File: config.mk
export PLATFORM = sky130hd
export DESIGN_NAME = self_trig_arbiter_flat
export DESIGN_NICKNAME = d
export VERILOG_FILES = /design/src/rtl/self_trig_pkg.sv /design/src/rtl/self_trig_arbiter_if.sv /design/src/rtl/self_trig_arbiter_rr_arbiter.sv /design/src/rtl/self_trig_arbiter.sv /design/src/flat_wrapper.sv
export SDC_FILE = /design/constraint.sdc
export NUM_CORES = 1
export LEC_CHECK = 0
export BUFFER_PORTS_ARGS = -buffer_cell sky130_fd_sc_hd__buf_2
export CAP_MARGIN = 20
export CORE_MARGIN = 2
export CORE_UTILIZATION = 35
export DETAILED_ROUTE_END_ITERATION = 10
export GPL_ROUTABILITY_DRIVEN = 0
export HOLD_SLACK_MARGIN = 0.08
export PLACE_DENSITY = 0.63
export SLEW_MARGIN = 10
export SYNTH_ARGS = -nofsm -noshare
export SYNTH_HDL_FRONTEND = slang
export SYNTH_SLANG_ARGS = --single-unit
export TNS_END_PERCENT = 50
File: constraint.sdc
create_clock -name clk -period 8.17 [get_ports clk]
set_clock_uncertainty 0.1 [all_clocks]
set_input_delay 1.2255 -clock clk [delete_from_list [all_inputs] [get_ports clk]]
set_output_delay 1.2255 -clock clk [all_outputs]
set_load 0.005 [all_outputs]
File: src/rtl/self_trig_pkg.sv
// Shared types and helpers for the self-trigger arbiter.
// FSM states, record layout and a constant-function log2.
package self_trig_pkg;

   typedef enum logic [1:0] {
      IDLE  = 2'd0,
      ARM   = 2'd1,
      RUN   = 2'd2,
      DRAIN = 2'd3
   } state_t;

   localparam int TS_W_DEF = 42;
   localparam int CH_W_DEF = 2;

   typedef struct packed {
      logic [CH_W_DEF-1:0] chan;
      logic [TS_W_DEF-1:0] ts;
   } rec_t;

   function automatic int clog2(input int value);
      int r;
      r = 0;
      while ((1 << r) < value) r++;
      return r;
   endfunction

endpackage

File: src/rtl/self_trig_arbiter_if.sv
// Trigger-record output stream (valid/ready) between the arbiter and the readout link.
interface self_trig_arbiter_if
   import self_trig_pkg::*;
#(
   parameter int TS_W = TS_W_DEF,
   parameter int CH_W = CH_W_DEF
);
   logic            out_valid;
   logic            out_ready;
   logic [CH_W-1:0] out_chan;
   logic [TS_W-1:0] out_ts;

   modport master (output out_valid, output out_chan, output out_ts, input out_ready);
   modport slave  (input out_valid, input out_chan, input out_ts, output out_ready);
endinterface

File: src/rtl/self_trig_arbiter_rr_arbiter.sv
// Round-robin arbiter: searches upward with wrap from the channel after the last grant.
// ptr_reg holds that search start, so after reset channel 0 has first priority.
module rr_arbiter #(
   parameter int NCH   = 4,
   parameter int IDX_W = 2
) (
   input  logic             clk,
   input  logic             rst_n,
   input  logic [NCH-1:0]   req,
   input  logic             advance,
   output logic [NCH-1:0]   grant,
   output logic [IDX_W-1:0] grant_idx,
   output logic             any
);
   logic [IDX_W-1:0] ptr_reg;

   // Descending scan: the last hit written is the smallest offset from ptr_reg.
   always_comb begin
      int c;
      grant_idx = '0;
      any       = 1'b0;
      c         = 0;
      for (int k = NCH - 1; k >= 0; k--) begin
         c = int'(ptr_reg) + k;
         if (c >= NCH) c = c - NCH;
         if (req[IDX_W'(c)]) begin
            grant_idx = IDX_W'(c);
            any       = 1'b1;
         end
      end
   end

   genvar gi;
   generate
      for (gi = 0; gi < NCH; gi++) begin : g_onehot
         assign grant[gi] = any && (grant_idx == IDX_W'(gi));
      end
   endgenerate

   always_ff @(posedge clk or negedge rst_n) begin
      if (!rst_n) begin
         ptr_reg <= '0;
      end else if (advance && any) begin
         ptr_reg <= (grant_idx == IDX_W'(NCH - 1)) ? '0 : grant_idx + IDX_W'(1);
      end
   end
endmodule

File: src/rtl/self_trig_arbiter.sv
// Self-trigger controller: arming FSM, per-channel edge capture, round-robin readout.
// Optional macro SELF_TRIG_PRESCALE_EN adds a per-channel 1-of-(prescale+1) edge prescaler.
module self_trig_arbiter
   import self_trig_pkg::*;
#(
   parameter int NCH         = 4,
   parameter int TS_W        = TS_W_DEF,
   parameter int CH_W        = CH_W_DEF,
   parameter int ARM_TIMEOUT = 255
) (
   input  logic                clk,
   input  logic                rst_n,
   input  logic                run,
   input  logic [NCH-1:0]      ch_mask,
   output logic [NCH-1:0]      ch_enable,
   input  logic [NCH-1:0]      ch_ready,
   input  logic [NCH-1:0]      ch_trig,
   input  logic [NCH*TS_W-1:0] ch_ts,
`ifdef SELF_TRIG_PRESCALE_EN
   input  logic [7:0]          prescale,
`endif
   self_trig_arbiter_if.master stream,
   output logic                armed,
   output logic                arm_err,
   output logic [NCH-1:0]      ovf_flags,
   output logic [15:0]         ovf_cnt
);
   localparam int TMR_W = clog2(ARM_TIMEOUT + 1);

   state_t           state_reg;
   logic [NCH-1:0]   mask_reg;
   logic [TMR_W-1:0] timer_reg;
   logic [NCH-1:0]   trig_d_reg;
   logic [NCH-1:0]   pending_reg;
   logic [TS_W-1:0]  ts_reg [NCH];

   logic             start;
   logic             load;
   logic [NCH-1:0]   qual;
   logic [NCH-1:0]   hit;
   logic [NCH-1:0]   grant;
   logic [NCH-1:0]   grant_eff;
   logic [NCH-1:0]   take;
   logic [NCH-1:0]   drop;
   logic [CH_W-1:0]  grant_idx;
   logic             any;

   assign start     = (state_reg == IDLE) && run;
   assign load      = !stream.out_valid || stream.out_ready;
   assign grant_eff = grant & {NCH{load}};
   // A capture on a channel being granted this cycle refills it rather than dropping.
   assign take      = hit & (~pending_reg | grant_eff);
   assign drop      = hit & pending_reg & ~grant_eff;

`ifdef SELF_TRIG_PRESCALE_EN
   logic [7:0] prescale_reg;

   always_ff @(posedge clk or negedge rst_n) begin
      if (!rst_n) prescale_reg <= '0;
      else if (start) prescale_reg <= prescale;
   end
`endif

   genvar gi;
   generate
      for (gi = 0; gi < NCH; gi++) begin : g_ch
         assign qual[gi] = (state_reg == RUN) && ch_trig[gi] && !trig_d_reg[gi]
                           && mask_reg[gi] && ch_ready[gi];
`ifdef SELF_TRIG_PRESCALE_EN
         logic [7:0] pcnt_reg;

         always_ff @(posedge clk or negedge rst_n) begin
            if (!rst_n) pcnt_reg <= '0;
            else if (start) pcnt_reg <= '0;
            else if (qual[gi]) pcnt_reg <= (pcnt_reg == prescale_reg) ? '0 : pcnt_reg + 8'd1;
         end

         assign hit[gi] = qual[gi] && (pcnt_reg == prescale_reg);
`else
         assign hit[gi] = qual[gi];
`endif
         always_ff @(posedge clk or negedge rst_n) begin
            if (!rst_n) ts_reg[gi] <= '0;
            else if (take[gi]) ts_reg[gi] <= ch_ts[gi*TS_W +: TS_W];
         end
      end
   endgenerate

   rr_arbiter #(.NCH(NCH), .IDX_W(CH_W)) u_rr (
      .clk       (clk),
      .rst_n     (rst_n),
      .req       (pending_reg),
      .advance   (load),
      .grant     (grant),
      .grant_idx (grant_idx),
      .any       (any)
   );

   always_ff @(posedge clk or negedge rst_n) begin
      if (!rst_n) begin
         trig_d_reg  <= '0;
         pending_reg <= '0;
      end else begin
         trig_d_reg  <= ch_trig;
         pending_reg <= (pending_reg & ~grant_eff) | hit;
      end
   end

   always_ff @(posedge clk or negedge rst_n) begin
      if (!rst_n) begin
         stream.out_valid <= 1'b0;
         stream.out_chan  <= '0;
         stream.out_ts    <= '0;
      end else if (load) begin
         stream.out_valid <= any;
         if (any) begin
            stream.out_chan <= grant_idx;
            stream.out_ts   <= ts_reg[grant_idx];
         end
      end
   end

   always_ff @(posedge clk or negedge rst_n) begin
      if (!rst_n) begin
         ovf_flags <= '0;
         ovf_cnt   <= '0;
      end else if (start) begin
         ovf_flags <= '0;
         ovf_cnt   <= '0;
      end else begin
         ovf_flags <= ovf_flags | drop;
         if (|drop && ovf_cnt != 16'hFFFF) ovf_cnt <= ovf_cnt + 16'd1;
      end
   end

   always_ff @(posedge clk or negedge rst_n) begin
      if (!rst_n) begin
         state_reg <= IDLE;
         mask_reg  <= '0;
         timer_reg <= '0;
         ch_enable <= '0;
         armed     <= 1'b0;
         arm_err   <= 1'b0;
      end else begin
         case (state_reg)
            IDLE: begin
               ch_enable <= '0;
               armed     <= 1'b0;
               if (run) begin
                  mask_reg  <= ch_mask;
                  ch_enable <= ch_mask;
                  arm_err   <= 1'b0;
                  timer_reg <= TMR_W'(ARM_TIMEOUT);
                  state_reg <= ARM;
               end
            end
            ARM: begin
               if ((ch_ready & mask_reg) == mask_reg) begin
                  armed     <= 1'b1;
                  state_reg <= RUN;
               end else if (!run) begin
                  ch_enable <= '0;
                  state_reg <= IDLE;
               end else if (timer_reg == '0) begin
                  arm_err   <= 1'b1;
                  ch_enable <= '0;
                  state_reg <= IDLE;
               end else begin
                  timer_reg <= timer_reg - TMR_W'(1);
               end
            end
            RUN: begin
               if (!run) begin
                  armed     <= 1'b0;
                  ch_enable <= '0;
                  state_reg <= DRAIN;
               end
            end
            DRAIN: begin
               if (pending_reg == '0 && load) state_reg <= IDLE;
            end
            default: state_reg <= IDLE;
         endcase
      end
   end
endmodule

File: src/flat_wrapper.sv
// flat-port wrapper written by rule: the top's interface ports become plain ports
module self_trig_arbiter_flat import self_trig_pkg::*;
#(
   parameter int NCH         = 4,
   parameter int TS_W        = TS_W_DEF,
   parameter int CH_W        = CH_W_DEF,
   parameter int ARM_TIMEOUT = 255
)
  (clk, rst_n, run, ch_mask, ch_enable, ch_ready, ch_trig, ch_ts, armed, arm_err, ovf_flags, ovf_cnt, stream_out_valid, stream_out_chan, stream_out_ts, stream_out_ready);
  self_trig_arbiter_if #(.TS_W(TS_W), .CH_W(CH_W)) stream_i ();
  input  logic clk;
  input  logic rst_n;
  input  logic run;
  input  logic [NCH-1:0] ch_mask;
  output logic [NCH-1:0] ch_enable;
  input  logic [NCH-1:0] ch_ready;
  input  logic [NCH-1:0] ch_trig;
  input  logic [NCH*TS_W-1:0] ch_ts;
  output logic armed;
  output logic arm_err;
  output logic [NCH-1:0] ovf_flags;
  output logic [15:0] ovf_cnt;
  output wire logic [$bits(stream_i.out_valid)-1:0] stream_out_valid;
  output wire logic [$bits(stream_i.out_chan)-1:0] stream_out_chan;
  output wire logic [$bits(stream_i.out_ts)-1:0] stream_out_ts;
  input wire logic [$bits(stream_i.out_ready)-1:0] stream_out_ready;
  assign stream_out_valid = stream_i.out_valid;
  assign stream_out_chan = stream_i.out_chan;
  assign stream_out_ts = stream_i.out_ts;
  assign stream_i.out_ready = stream_out_ready;
  self_trig_arbiter #(.NCH(NCH), .TS_W(TS_W), .CH_W(CH_W), .ARM_TIMEOUT(ARM_TIMEOUT)) u_core (.clk(clk), .rst_n(rst_n), .run(run), .ch_mask(ch_mask), .ch_enable(ch_enable), .ch_ready(ch_ready), .ch_trig(ch_trig), .ch_ts(ch_ts), .stream(stream_i), .armed(armed), .arm_err(arm_err), .ovf_flags(ovf_flags), .ovf_cnt(ovf_cnt));
endmodule
# == Word-level counts from Yosys, hierarchy flattened ==
# Cells that the tools add are included.
# totals
regBits,263
input_bits,184
output_inout_bits,71
wordCells,169
# classes
n_addsub,10
magnitude_cmp,9
eq_ne,18
mux,57
bitwise_logic,12
reduce_logical,45
# op_table
op,count
42-bit binary-select mux with 2-bit select,1
42-bit 2-to-1 mux,2
16-bit 2-to-1 mux,2
8-bit 2-to-1 mux,4
2-bit 2-to-1 mux,15
4-bit AND,6
1-bit logical AND,24
4-bit 2-to-1 mux,6
1-bit 2-to-1 mux,18
16-bit by 1-bit adder with 16-bit output (second input constant),1
2-bit by 4-bit < comparator with 1-bit output (second input constant),4
16-bit != test (second input constant),1
8-bit case mux with 2 select lines,1
3-bit >= comparator (second input constant),4
4-bit OR,3
4-bit case mux with 3 select lines,1
2-bit != test (second input constant),5
5-bit AND reduction,2
1-bit binary-select mux with 2-bit select,4
2-bit equality test (second input constant),4
8-bit zero test,1
4-bit NOT,2
2-bit case mux with 4 select lines,1
4-bit AND reduction,2
other kinds (23),37

# == Logic depth before layout (Yosys ltp) ==
# logic_depth
depth_word,19
ltp_mapped,15
mapped_depth_nobuf,11

# == Modules after synthesis ==
# A second synthesis with hierarchy kept.
# hier_totals
cells_unflattened,799
hier_area_um2,11673.7
# by_module_without_submodules
module,instances,cells_per_inst,area_each_um2,seq_area_each_um2
self_trig_arbiter,1,775,11471.0,6531.3
rr_arbiter,1,24,202.7,50.0

# == Worst setup path before layout ==
# No wires, ideal clock.
# synth_path
path_kind,input -> register
start,input ch_trig[2]
end,register u_core.ovf_cnt[13]
setup_time_ns,0.078
arrival_ns,2.910
required_ns,7.992
setup_slack_ns,5.082
stages,8
path_buffers,1
path_cell_list,nand4_1 -> or3b_4 -> and2_4 -> a41oi_2 -> a211oi_2 -> buf_6 -> or4_1 -> a21oi_1
# synth_between
elab_chain_len,9
# synth_lines
element,line_no,text
start: declaration,flat_wrapper.sv:17,input logic [NCH-1:0] ch_trig;
1-bit logical AND (2 in a row),self_trig_arbiter.sv:67,assign qual[gi] = (state_reg == RUN) && ch_trig[gi] && !trig_d_reg[gi]
1-bit logical AND (2 in a row),self_trig_arbiter.sv:68,&& mask_reg[gi] && ch_ready[gi];
4-bit AND (2 in a row),self_trig_arbiter.sv:53,assign drop = hit & pending_reg & ~grant_eff;
4-bit OR reduction,self_trig_arbiter.sv:132,if (|drop && ovf_cnt != 16'hFFFF) ovf_cnt <= ovf_cnt + 16'd1;
1-bit logical AND,self_trig_arbiter.sv:132,
2-bit nonzero test (no line),-,
end signal: assignment,self_trig_arbiter.sv:132,
end: declaration,self_trig_arbiter.sv:26,output logic [15:0] ovf_cnt
# No other way between the ends.
# A chain may end at the register's enable or synchronous reset.

# == Worst setup path after layout ==
# layout_path
start,register u_core.pending_reg[3]
end,register u_core.ts_reg[100] (netlist name)
# layout_between
elab_chain_len,12
word_cells_on_any_way,25
cone_classes,1 x eq/ne; 20 x mux; 3 x bitwise; 1 x reduce/logical
# layout_lines
element,line_no,text
start: declaration,self_trig_arbiter.sv:34,logic [NCH-1:0] pending_reg;
start signal: assignment,self_trig_arbiter.sv:105,pending_reg <= (pending_reg & ~grant_eff) | hit;
1-bit binary-select mux with 2-bit select,self_trig_arbiter_rr_arbiter.sv:26,if (req[IDX_W'(c)]) begin
1-bit 2-to-1 mux (not written as such) (2 in a row),self_trig_arbiter_rr_arbiter.sv:26,
2-bit 2-to-1 mux (4 in a row),self_trig_arbiter_rr_arbiter.sv:26,
2-bit by 1-bit equality test with 1-bit output,self_trig_arbiter_rr_arbiter.sv:36,assign grant[gi] = any && (grant_idx == IDX_W'(gi));
1-bit logical AND *,self_trig_arbiter_rr_arbiter.sv:36,
4-bit AND *,self_trig_arbiter.sv:50,assign grant_eff = grant & {NCH{load}};
4-bit OR *,self_trig_arbiter.sv:52,assign take = hit & (~pending_reg | grant_eff);
4-bit AND *,self_trig_arbiter.sv:52,
end signal: indexed assignment,self_trig_arbiter.sv:84,else if (take[gi]) ts_reg[gi] <= ch_ts[gi*TS_W +: TS_W];
end: declaration,self_trig_arbiter.sv:35,logic [TS_W-1:0] ts_reg [NCH];
# Mark *: on every way between the ends. The rest lies on a longest branch, timed or not. The select of a mux whose other input is x is not followed.

==> summary.txt <==
Timing
  • Worst-margin pin slew: 0.9716 ns
  • Max Clock Freq: 285.7 MHz
  • Final hold violations: 0
  • RSZ-0062 raised after global routing: false
  • Worst Hold Slack: 0.3695 ns
  • Setup violation total in the final timing report: 0
  • Number of max-slew violations in the final report: 0
  • Max-Slew Margin vs Limit: 35.23%
  • Fin crit share: 42.85%
  • Total negative slack: 0 ns
  • Final min period: 3.501 ns

Synthesis
  • Post-Syn Nets: 1311
  • Post-synthesis sequential area ratio: 56.15%
  • Count of unique library cells instantiated by Yosys: 48
  • Async SR Flop Fraction: 100.0%
  • Total standard cell area after synthesis: 11720 µm²
  • Number of cells produced by synthesis: 1117
  • Prevailing post-synth register cell: sky130_fd_sc_hd__dfrtp_1
  • Number of synthesized register bits: 263
  • Number of flops mapped to enable cells by yosys: 0
  • Count of synthesis-stage warnings from yosys: 0
  • Synthesized area divided by synthesized cell count: 10.49 µm²

Worst hold path
  • Hold EP: u_core.stream.out_ts[0]
  • Start point of the worst hold path: u_core.stream.out_ts[0]
  • Class of the tightest hold or removal check: reg2reg
  • Number of instances on the worst hold path: 2

Clocking
  • Number of buffers created by CTS: 29
  • CTS H-tree lvls: 1
  • # resized after CTS: 0
  • Clock-pin slew of the registers on the worst-case setup and hold paths: 0.06 ns
  • Number of hold-repair buffers added at the cts stage: 0
  • Clock latency reported for the late side of the worst-skew pair: 0.54 ns
  • Clock root cell: sky130_fd_sc_hd__clkbuf_16
  • Clock tree from TritonCTS: yes
  • Sink Count: 263
  • Clock tree buffer depth: 3
  • Count of buffers added by post-CTS timing repair for setup: 0

GRT
  • Antenna violations before repair: 5
  • Vias in the first global route: 9080
  • Overall overflow remaining after global route: 0
  • Total routing resource utilization after global routing: 17.71%
  • First-pass GRT wire length: 49.99 mm
  • Met1 Track Usage GR: 25.04%
  • Maximum number of pins on one net before global-route repair: 113
  • GRT Max-Usage Layer: met2
  • GR met2 Demand/Resource: 28.21%
  • Met3 Track Usage GR: 3.039%

Floorplanning
  • Floorplan die area: 34970 µm²
  • Die width: 187 µm
  • Vertical die dimension: 187 µm
  • Number of rows created at floorplan: 67
  • Number of top-level pins: 255
  • Starting utilization of the core area: 35.22%
  • Area of the core: 33280 µm²

Setup path
  • Classification of the worst setup path: reg2reg
  • WP data required: 8.49 ns
  • Worst r2r path cells: 9
  • Endpoint kind of the worst setup timing path: register
  • Cells along the critical path: nor2b_1, nand3_1, nand4_1, clkinv_2, buf_4, o31ai_1, nand2_2, buf_12, mux2_2
  • Category of the worst setup path launch point: register
  • Worst-path maximum fanout: 55
  • Worst reg-to-reg setup slack: 4.67 ns
  • Critical register-to-register path startpoint: u_core.pending_reg[3]
  • Reg-to-reg endpoint: u_core.ts_reg[100]
  • Slowest cell on crit path: sky130_fd_sc_hd__buf_4
  • Arrival time of data at the critical path endpoint: 3.82 ns
  • Largest stage delay, worst path: 0.52 ns

Drt
  • Routed WL: 30.79 mm
  • Residual DRC count: 0
  • Overall via count from detail_route: 8921
  • Initial DRC Count: 510
  • Vias per std cell: 4.888
  • Residual antenna-violating net count after detailed routing: 0
  • WL per Instance: 16.87 µm
  • Detailed-routing iteration count for the pre-antenna-repair pass: 5

Power and ir drop
  • Leakage Power: 7.280 nW
  • Pwr dens: 361.5 nW/µm²
  • Peak supply drop: 253.3 µV

Cells and area
  • Proportion of layout cells with a drive suffix above 1: 35.64%
  • Max FFs per register: 168
  • Multi-input gate area: 4876 µm²
  • Footprint of the flip-flops and latches: 6581 µm²
  • Number of fill cells in the layout: 3277
  • Area added between synthesis and finish: 22.52%
  • Nets@finish: 1549
  • Top library cells by usage in the layout, fill and taps aside: sky130_fd_sc_hd__dfrtp_1 (263), sky130_fd_sc_hd__buf_2 (253), sky130_fd_sc_hd__nand2_1 (177), sky130_fd_sc_hd__mux2_2 (168), sky130_fd_sc_hd__nor2_1 (152)
  • Leading cell type in the layout, fill and taps excluded: sky130_fd_sc_hd__dfrtp_1

Run status
  • Result of the run: completed

Placed design
  • Buffers on Ports: 254
  • Dpl hpwl: 20.89 mm

Flow run
  • Max-cap violation count: 0
synth_stat cells, types with 2 or more instances:
master | n | area share [%]
sky130_fd_sc_hd__or4_1 | 5 | 0.32
sky130_fd_sc_hd__and3_1 | 3 | 0.16
sky130_fd_sc_hd__ha_1 | 10 | 1.1
sky130_fd_sc_hd__dfrtp_1 | 263 | 56
sky130_fd_sc_hd__o21ai_1 | 4 | 0.17
sky130_fd_sc_hd__a31oi_1 | 5 | 0.27
sky130_fd_sc_hd__nand2b_1 | 6 | 0.32
sky130_fd_sc_hd__nor2_1 | 152 | 4.9
sky130_fd_sc_hd__buf_2 | 17 | 0.73
sky130_fd_sc_hd__a21oi_1 | 22 | 0.94
sky130_fd_sc_hd__nor2b_1 | 4 | 0.21
sky130_fd_sc_hd__buf_1 | 8 | 0.26
sky130_fd_sc_hd__nand3_1 | 54 | 2.3
sky130_fd_sc_hd__clkbuf_1 | 34 | 1.1
sky130_fd_sc_hd__and2_1 | 2 | 0.11
sky130_fd_sc_hd__o21ai_0 | 106 | 4.5
sky130_fd_sc_hd__nor4_1 | 4 | 0.21
sky130_fd_sc_hd__o31a_1 | 2 | 0.15
sky130_fd_sc_hd__inv_1 | 11 | 0.35
sky130_fd_sc_hd__nand4b_1 | 3 | 0.22
sky130_fd_sc_hd__o211ai_1 | 2 | 0.13
sky130_fd_sc_hd__nand2_1 | 180 | 5.8
sky130_fd_sc_hd__nand4_1 | 8 | 0.43
sky130_fd_sc_hd__and4_1 | 2 | 0.15
sky130_fd_sc_hd__xor2_1 | 5 | 0.37
sky130_fd_sc_hd__o21a_1 | 2 | 0.13
sky130_fd_sc_hd__mux2_2 | 168 | 16
sky130_fd_sc_hd__a21o_1 | 3 | 0.19
sky130_fd_sc_hd__or3_1 | 9 | 0.48
sky130_fd_sc_hd__o31ai_1 | 3 | 0.19
sky130_fd_sc_hd__nor3_1 | 3 | 0.13
power by group:
group          switching (mW)  total (mW)  internal, mW
sequential              0.270        2.07          1.80
combinational            1.15        1.90         0.747
clock                   0.516        1.22         0.707
total                    1.94        5.19          3.25
worst max path at each step:
stage | startpoint | endpoint | slack [ns] | cells after the start
floorplan | ch_trig[2] | u_core.ovf_cnt[13] | 5.08 | 8
global placement | stream_out_ready | u_core.ts_reg[104] | 4.26 | 6
detailed placement | stream_out_ready | u_core.ts_reg[45] | 4.42 | 8
CTS | u_core.pending_reg[3] | u_core.ts_reg[93] | 4.59 | 9
global route | u_core.pending_reg[3] | u_core.ts_reg[102] | 4.33 | 9
finish | u_core.pending_reg[3] | u_core.ts_reg[100] | 4.67 | 9
critical path, delay by kind of cell, from the launching register on:
family                 cells  cell delay, ns
DFF                        1            0.48
buffers and inverters      3            1.29
and+or+nand+nor            4            0.78
muxes                      1            0.28
AOI/OAI and AO/OA          1            0.43
per-stage QoR:
step / instances / util, % / setup slack, ns / cell area (µm²) / power, mW
global route: 1823 / 43.14 / 4.331 / 14360 / 5.620
CTS: 1819 / 43.03 / 4.592 / 14320 / 5.269
finish: 1825 / 43.15 / 4.669 / 14360 / 5.192
global placement: 1770 / 40.35 / 4.264 / 13430 / 3.957
detailed placement: 1771 / 40.41 / 4.425 / 13450 / 4.017
floorplan: 1117 / - / 5.082 / 11720 / 3.371
cells by family (layout without fill, tap and decap cells):
group                      Yosys count  in the layout  synth area share [%]
AOI/OAI and AO/OA                  157            157                 7.483
xor gates and xnor gates             6              6                0.4483
adders and majority gates           10             10                 1.067
buffers and inverters               72            327                 2.551
DFF                                263            263                 56.15
muxes                              169            169                 16.23
other                                0              5                     0
and+or+nand+nor                    440            440                 16.08
cell type report:
| cell class | count | share of cell area, % |
|---|---|---|
| Multi-Input combinational cell | 782 | 33.95 |
| Tap cell | 448 | 3.903 |
| Sequential cell | 263 | 45.83 |
| Inverter | 12 | 0.3224 |
| Clock buffer | 43 | 5.907 |
| Timing Repair Buffer | 267 | 9.827 |
| Antenna cell | 5 | 0.08712 |
| Clock inverter | 5 | 0.1742 |
routing by layer:
layer  vias up  share of wire [%]
met5         -              0.036
met4         2                2.6
met3        54                4.7
met2       225                 46
met1      4359                 46
li1       4281                  -
Note: power is estimated with default switching activity, not from simulation.
